<file path="config.mk">
export PLATFORM = sky130hd
export DESIGN_NAME = pipelined_compare_unit
export DESIGN_NICKNAME = d
export VERILOG_FILES = /design/src/rtl/pipelined_compare_unit.sv
export SDC_FILE = /design/constraint.sdc
export NUM_CORES = 1
export LEC_CHECK = 0
export ABC_AREA = 1
export ABC_CLOCK_PERIOD_IN_PS = 11350
export CAP_MARGIN = 10
export CORE_AREA = 2 2 118 120
export CTS_CLUSTER_SIZE = 14
export DETAILED_ROUTE_END_ITERATION = 10
export DIE_AREA = 0 0 120 122
export GPL_ROUTABILITY_DRIVEN = 0
export PLACE_DENSITY = 0.79
export SLEW_MARGIN = 25
export SYNTH_ARGS = -nofsm -noshare
export SYNTH_HDL_FRONTEND = slang
export SYNTH_SLANG_ARGS = --single-unit
</file>
<file path="constraint.sdc">
create_clock -name clk -period 11.35 [get_ports clk]
set_input_delay 1.7025 -clock clk [delete_from_list [all_inputs] [get_ports clk]]
set_output_delay 1.7025 -clock clk [all_outputs]
set_load 0.02 [all_outputs]
</file>
<file path="src/rtl/pipelined_compare_unit.sv">
`default_nettype none
// ============================================================================
// pipelined_compare_unit : two-stage signed/unsigned comparator + MIN/MAX select
// Rev 1.0
// ============================================================================
module pipelined_compare_unit #(
    parameter int WIDTH = 32,
    parameter int TAG_W = 4
) (
    input  logic             clk,
    input  logic             reset_n,
    input  logic             flush,
    input  logic             in_valid,
    output logic             in_ready,
    input  logic [WIDTH-1:0] in_a,
    input  logic [WIDTH-1:0] in_b,
    input  logic             in_sig,
    input  logic [2:0]       in_op,
    input  logic [TAG_W-1:0] in_tag,
    output logic             out_valid,
    input  logic             out_ready,
    output logic             out_eq,
    output logic             out_lt,
    output logic             out_gt,
    output logic             out_cond,
    output logic [WIDTH-1:0] out_value,
    output logic [TAG_W-1:0] out_tag
);

    localparam int C_NIB = WIDTH / 4;
    localparam int C_LVL = $clog2(C_NIB);

    localparam logic [2:0] C_OP_EQ  = 3'b000;
    localparam logic [2:0] C_OP_NE  = 3'b001;
    localparam logic [2:0] C_OP_LT  = 3'b010;
    localparam logic [2:0] C_OP_GE  = 3'b011;
    localparam logic [2:0] C_OP_GT  = 3'b100;
    localparam logic [2:0] C_OP_LE  = 3'b101;
    localparam logic [2:0] C_OP_MIN = 3'b110;

    // Flow control
    logic w_s1_adv, w_s2_adv, w_take;
    logic r_s1_valid, r_s2_valid;

    assign w_s2_adv = ~r_s2_valid | out_ready;
    assign w_s1_adv = ~r_s1_valid | w_s2_adv;
    assign in_ready = w_s1_adv & ~flush;
    assign w_take   = in_valid & in_ready;

    // Stage 1: per-nibble unsigned compare
    logic [C_NIB-1:0] w_nib_eq, w_nib_gt;

    generate
        for (genvar gi = 0; gi < C_NIB; gi++) begin : g_nib
            assign w_nib_eq[gi] = (in_a[4*gi +: 4] == in_b[4*gi +: 4]);
            assign w_nib_gt[gi] = (in_a[4*gi +: 4] >  in_b[4*gi +: 4]);
        end
    endgenerate

    logic [C_NIB-1:0] r_s1_eq, r_s1_gt;
    logic [WIDTH-1:0] r_s1_a, r_s1_b;
    logic             r_s1_a_msb, r_s1_b_msb, r_s1_sig;
    logic [2:0]       r_s1_op;
    logic [TAG_W-1:0] r_s1_tag;

    always_ff @(posedge clk) begin
        if (!reset_n) begin
            r_s1_valid <= 1'b0;
        end else begin
            if (flush)
                r_s1_valid <= 1'b0;
            else if (w_s1_adv)
                r_s1_valid <= in_valid;
            if (w_take) begin
                r_s1_eq    <= w_nib_eq;
                r_s1_gt    <= w_nib_gt;
                r_s1_a     <= in_a;
                r_s1_b     <= in_b;
                r_s1_a_msb <= in_a[WIDTH-1];
                r_s1_b_msb <= in_b[WIDTH-1];
                r_s1_sig   <= in_sig;
                r_s1_op    <= in_op;
                r_s1_tag   <= in_tag;
            end
        end
    end

    // Stage 2: pairwise tree reduction, done in place (upper half folds into lower)
    logic [C_NIB-1:0] w_red_eq, w_red_gt;

    always_comb begin
        w_red_eq = r_s1_eq;
        w_red_gt = r_s1_gt;
        for (int l = 0; l < C_LVL; l++) begin
            for (int i = 0; i < (C_NIB >> (l + 1)); i++) begin
                w_red_gt[i] = w_red_gt[2*i+1] | (w_red_eq[2*i+1] & w_red_gt[2*i]);
                w_red_eq[i] = w_red_eq[2*i+1] & w_red_eq[2*i];
            end
        end
    end

    logic             w_sdiff, w_eq, w_gt, w_lt, w_cond;
    logic [WIDTH-1:0] w_value;

    // Differing sign bits under signed compare: the negative operand is smaller
    assign w_sdiff = r_s1_sig & (r_s1_a_msb ^ r_s1_b_msb);
    assign w_eq    = w_red_eq[0];
    assign w_gt    = w_sdiff ? r_s1_b_msb : w_red_gt[0];
    assign w_lt    = w_sdiff ? r_s1_a_msb : (~w_eq & ~w_red_gt[0]);

    always_comb begin
        w_value = r_s1_a;
        case (r_s1_op)
            C_OP_EQ:  w_cond = w_eq;
            C_OP_NE:  w_cond = ~w_eq;
            C_OP_LT:  w_cond = w_lt;
            C_OP_GE:  w_cond = ~w_lt;
            C_OP_GT:  w_cond = w_gt;
            C_OP_LE:  w_cond = ~w_gt;
            C_OP_MIN: begin
                w_cond  = w_lt;
                w_value = w_lt ? r_s1_a : r_s1_b;
            end
            default: begin
                w_cond  = w_gt;
                w_value = w_gt ? r_s1_a : r_s1_b;
            end
        endcase
    end

    logic             r_eq, r_lt, r_gt, r_cond;
    logic [WIDTH-1:0] r_value;
    logic [TAG_W-1:0] r_tag;

    always_ff @(posedge clk) begin
        if (!reset_n) begin
            r_s2_valid <= 1'b0;
            r_eq       <= 1'b0;
            r_lt       <= 1'b0;
            r_gt       <= 1'b0;
            r_cond     <= 1'b0;
            r_value    <= '0;
            r_tag      <= '0;
        end else begin
            if (flush)
                r_s2_valid <= 1'b0;
            else if (w_s2_adv)
                r_s2_valid <= r_s1_valid;
            if (w_s2_adv && r_s1_valid) begin
                r_eq    <= w_eq;
                r_lt    <= w_lt;
                r_gt    <= w_gt;
                r_cond  <= w_cond;
                r_value <= w_value;
                r_tag   <= r_s1_tag;
            end
        end
    end

    assign out_valid = r_s2_valid;
    assign out_eq    = r_eq;
    assign out_lt    = r_lt;
    assign out_gt    = r_gt;
    assign out_cond  = r_cond;
    assign out_value = r_value;
    assign out_tag   = r_tag;

endmodule
`default_nettype wire

</file>
## Yosys cells after proc, flatten, opt, wreduce, memory -nomap -nowiden

Cells that the tools add are included.

- Output and inout port bits: 42
- Input bits: 77
- Word-level logic and storage cells: 87
- Bits in registers: 132

- Equality and inequality tests: 14
- Magnitude comparators: 8
- Reduce and logical (&&, ||, !) cells: 6
- Muxes and demuxes: 6
- Bitwise gates (word level): 36

Operators by type and width:

| cell | count |
|---|---|
| two-way mux 32 bit | 2 |
| one-hot mux 32 bit (2 select lines) | 1 |
| equality test 4 bit | 8 |
| > comparator 4 bit | 8 |
| AND 1 bit | 18 |
| equality test 3 bit (second input constant) | 3 |
| OR 1 bit | 9 |
| NOT 1 bit | 8 |
| equality test 3 x 2 -> 1 bit (second input constant) | 2 |
| OR reduction 6 bit | 1 |
| one-hot mux 1 bit (5 select lines) | 1 |
| OR reduction 2 bit | 2 |
| equality test 3 x 1 -> 1 bit (second input constant) | 1 |
| logical NOT 3 bit | 1 |
| two-way mux 1 bit | 2 |
| AND reduction 2 bit | 1 |
| logical AND 1 bit | 1 |
| bitwise XOR 1 bit | 1 |

## Longest topological paths before layout

- Word-level depth: 11
- Gate-level depth with buffers: 14
- Gate-level depth less buffers: 13

## Worst setup path before layout

Ideal clock, no wire load.

- Path kind: input to register
- From: input port flush
- To: register r_s1_a[0] (enable)
- Library setup time: 0.643 ns
- Data arrival time: 7.832 ns
- Cell stages on the path: 3
- Path slack: 2.875 ns
- Path through: inv_1 > nand2_1 > nor3_1

- Word-level cells in the longest chain between the ends: 4

RTL lines:

| what | RTL line | RTL |
|---|---|---|
| start, declared | 12 | `input logic flush,` |
| NOT 1 bit | 47 | `assign in_ready = w_s1_adv & ~flush;` |
| AND 1 bit | 47 |  |
| AND 1 bit | 48 | `assign w_take = in_valid & in_ready;` |
| AND reduction 2 bit (no line) | -- |  |
| end signal, assigned | 77 | `r_s1_a <= in_a;` |
| end, declared | 61 | `logic [WIDTH-1:0] r_s1_a, r_s1_b;` |

No other way between the ends.
A chain may end at the register's enable or synchronous reset.

## Worst setup path after layout

- From: input port out_ready
- To: output port in_ready

- Word-level cells in the longest chain between the ends: 3

RTL lines:

| what | RTL line | RTL |
|---|---|---|
| start, declared | 21 | `input logic out_ready,` |
| OR 1 bit | 45 | `assign w_s2_adv = ~r_s2_valid \| out_ready;` |
| OR 1 bit | 46 | `assign w_s1_adv = ~r_s1_valid \| w_s2_adv;` |
| AND 1 bit | 47 |  |
| end, declared | 14 | `output logic in_ready,` |

No other way between the ends.

==> results.tsv <==
stage	metric	value	unit
outcome	status	finished, final reports clean	
run	cap_violations	0	
global_route	grt_pass1_vias	5880	
global_route	antenna_found_initial	0	
placed_design	hpwl	10.7	mm
synth	yosys.area.top_type_share	37.8	%
synth	synth_top_area_cell	edfxtp_1	
pwr	combinationalPowerShare	12.1	%
critical_path	cp.arrival	3.11	ns
layout	syn2layout_area_growth	26.6	%
timing	slew_violations	0	
routing	drtIter0Drc	619	
synth	synth_top_family_by_area	simple AND/OR/NAND/NOR gates	
global_route	top_usage_layer	met2	
synth	synth_compound_area_share	5.66	%
placed_design	pre_cts_ws	6.55	ns
pwr	irDropWorstVdd	0.0880	mV
global_route	grt_use_met3	4.96	%
synth	ys.flop_type	edfxtp_1	
pwr	p_seq_share	42.4	%
timing	slew_headroom	38.8	%
timing	finalHoldViolations	0	
timing	rsz0062_at_grt	no	
clock_network	cts.sinks	130	
clock_network	cts.clk_slew.worst_paths	0.06	ns
pwr	internal_power	0.970	mW
clock_network	cts_resized	0	
synth	syn-instance-count	836	
die	die_x	120	um
die	start_util	51.7	%
clock_network	cts_buffer_depth	2	
critical_path	endpoint_kind	output pin	
clock_network	cts_inserted_buffers	17	
timing	tns	0	ns
synth	syn_nets	945	
pwr	sw_frac_of_total	23.0	%
global_route	gr-total-overflow	0	
synth	netlist_top_cells_area	edfxtp_1, dfxtp_1, nand2_1, nand3_1, inv_1	
timing	finalSetupViolCount	0	
clock_network	cts_root_buf	clkbuf_16	
die	fp.dieH	122	um
clock_network	holdBufCountCts	0	
synth	synth-simple-area-share	27.0	%
timing	tightest_slew	0.917	ns
routing	vias	5883	
layout	layout-drive-gt1-share	8.25	%
min_path	hold_start	out_cond	
routing	via_per_inst	5.17	
global_route	grt_pass1_wl	27.4	mm
pwr	power_switching	0.290	mW
critical_path	r2r-start	r_s1_a[31]	
synth	yosys_warnings	0	
die	rows	43	
pwr	p_leak	3.93	nW
synth	synth_xor_xnor_area_share	0	%
synth	yosysSeqAreaShare	49.9	%
die	dieArea	14600	sq um
routing	wl	17.0	mm
global_route	grt_use_met1	29.4	%
synth	ys_types	26	
synth	syn_area	6980	sq um
critical_path	criticalPathCategory	primary input to output pin	
layout	fill_cells	1114	
global_route	track_usage	24.1	%
clock_network	clk_latency	0.42	ns
timing	period_needed	4.81	ns
pwr	powerDensity	143	nW/um^2
timing	worst_clock_skew	0.0116	ns
synth	synthMuxAreaShare	0	%
critical_path	critPathMaxFanout	3	
die	core	13500	sq um
synth	async_flop_share	0	%
clock_network	post-cts-setup-buffers	0	
timing	fin_crit_sh	42.4	%
die	io_pins	119	
global_route	grt.met2_usage	41.0	%
synth	synth_fa_ha_area_share	5.73	%
synth	synth_most_common_cell	nand2_1	
placed_design	port_buffers	118	
timing	fmax	208	MHz
synth	synth-edff-count	88	
synth	synth_common_cells	nand2_1, inv_1, nand3_1	
routing	wl_per_cell	15.0	um
critical_path	start_kind	primary input	
global_route	grt_max_degree	89	
critical_path	crit_start	out_ready	
clock_network	ctsHtreeMaxLevel	4	
layout	antenna-diode-count	0	
synth	synth_area_per_cell	8.35	sq um
layout	final_nets	1053	
clock_network	cts_tree	yes	
routing	antenna_left	0	
routing	dr.pass1.iters	5	
routing	drc	0	
timing	setup_slack	6.54	ns
synth	ys_ff_latch	130	
min_path	hold_path.class	flop to flop	
critical_path	required	9.65	ns
pwr	pwr-share-clk	45.5	%
## sequential cells by signal (all words and copies together) (netlist names), 3 cells and up
signal     flops
r_s1_gt        8
r_s1_a        32
r_s1_tag       4
r_s1_eq        8
r_s1_op        3
r_s1_b        32
out_value     32
out_tag        4
## critical path, cell delays in order
cell	delay [ns]
clkdlybuf4s50_1	0.45
inv_1	0.03
nand2_1	0.08
nor2_1	0.07
inv_1	0.08
nand2_1	0.06
inv_1	0.05
clkdlybuf4s50_1	0.59
## cells by family (layout without fill, tap and decap cells)
| group | count (synthesis) | count (layout) |
|---|---|---|
| AO/OA/AOI/OAI | 74 | 74 |
| adder cells (fa/ha/maj) | 32 | 32 |
| buffers and inverters | 190 | 311 |
| flip-flops | 130 | 130 |
| AND/OR/NAND/NOR | 410 | 410 |
## path summary, 6_finish.rpt
| path | endpoint | slack, ns | cells after the start |
|---|---|---|---|
| setup / recovery | in_ready | 6.54 | 8 |
| hold / removal | out_cond | 0.47 | 2 |
| setup reg to reg | out_value[14] | 8.82 | 8 |
| hold reg to reg | out_cond | 0.47 | 2 |
## power by group through the flow
stage / registers, mW / logic (mW) / clock network (mW)
2_1_floorplan: 0.553 / 0.0798 / 0
3_3_place_gp: 0.544 / 0.147 / 0
3_5_place_dp: 0.545 / 0.151 / 0
4_1_cts: 0.535 / 0.152 / 0.580
5_1_grt: 0.536 / 0.169 / 0.599
6_report: 0.535 / 0.152 / 0.573
## area by class of cell
class | instances | area [sq um] | share of cell area (%)
Multi-Input combinational cell | 516 | 2690 | 30.5
Inverter | 155 | 589 | 6.66
Tap cell | 180 | 225 | 2.55
Clock inverter | 10 | 158 | 1.78
Timing Repair Buffer | 124 | 1230 | 13.9
Clock buffer | 22 | 464 | 5.25
Sequential cell | 130 | 3480 | 39.4
## metal layers
metal / wire length [um] / part of all wire (%)
met5: 0 / 0
met4: 430 / 2.5
met3: 1150 / 6.8
met2: 8330 / 49
met1: 7100 / 42
## cells in the final DEF (no fill, tap or decap), drive strengths merged
cell / Yosys / final
ha: 32 / 32
nor3: 3 / 3
nand3: 138 / 138
clkinv: 2 / 4
a21oi: 54 / 54
dfxtp: 42 / 42
nand2: 171 / 171
clkinvlp: 0 / 3
clkbuf: 18 / 22
edfxtp: 88 / 88
buf: 17 / 6
o211ai: 4 / 4
inv: 153 / 154
clkdlybuf4s50: 0 / 118
o21bai: 5 / 5
o21ai: 10 / 10
bufinv: 0 / 4
a21o: 1 / 1
nor2: 98 / 98
## through the flow
step | total power [mW] | cell area, sq um | hold WS (ns) | cells | utilization, %
3_3_place_gp | 0.691 | 8220 | 0.457 | 1105 | 60.9
3_5_place_dp | 0.695 | 8220 | 0.458 | 1105 | 60.9
4_1_cts | 1.27 | 8840 | 0.467 | 1137 | 65.5
2_1_floorplan | 0.633 | 6980 | 0.450 | 836 | -
6_report | 1.26 | 8840 | 0.467 | 1137 | 65.5
5_1_grt | 1.30 | 8840 | 0.509 | 1137 | 65.5
No activity file was read; power rests on OpenSTA's default activity.
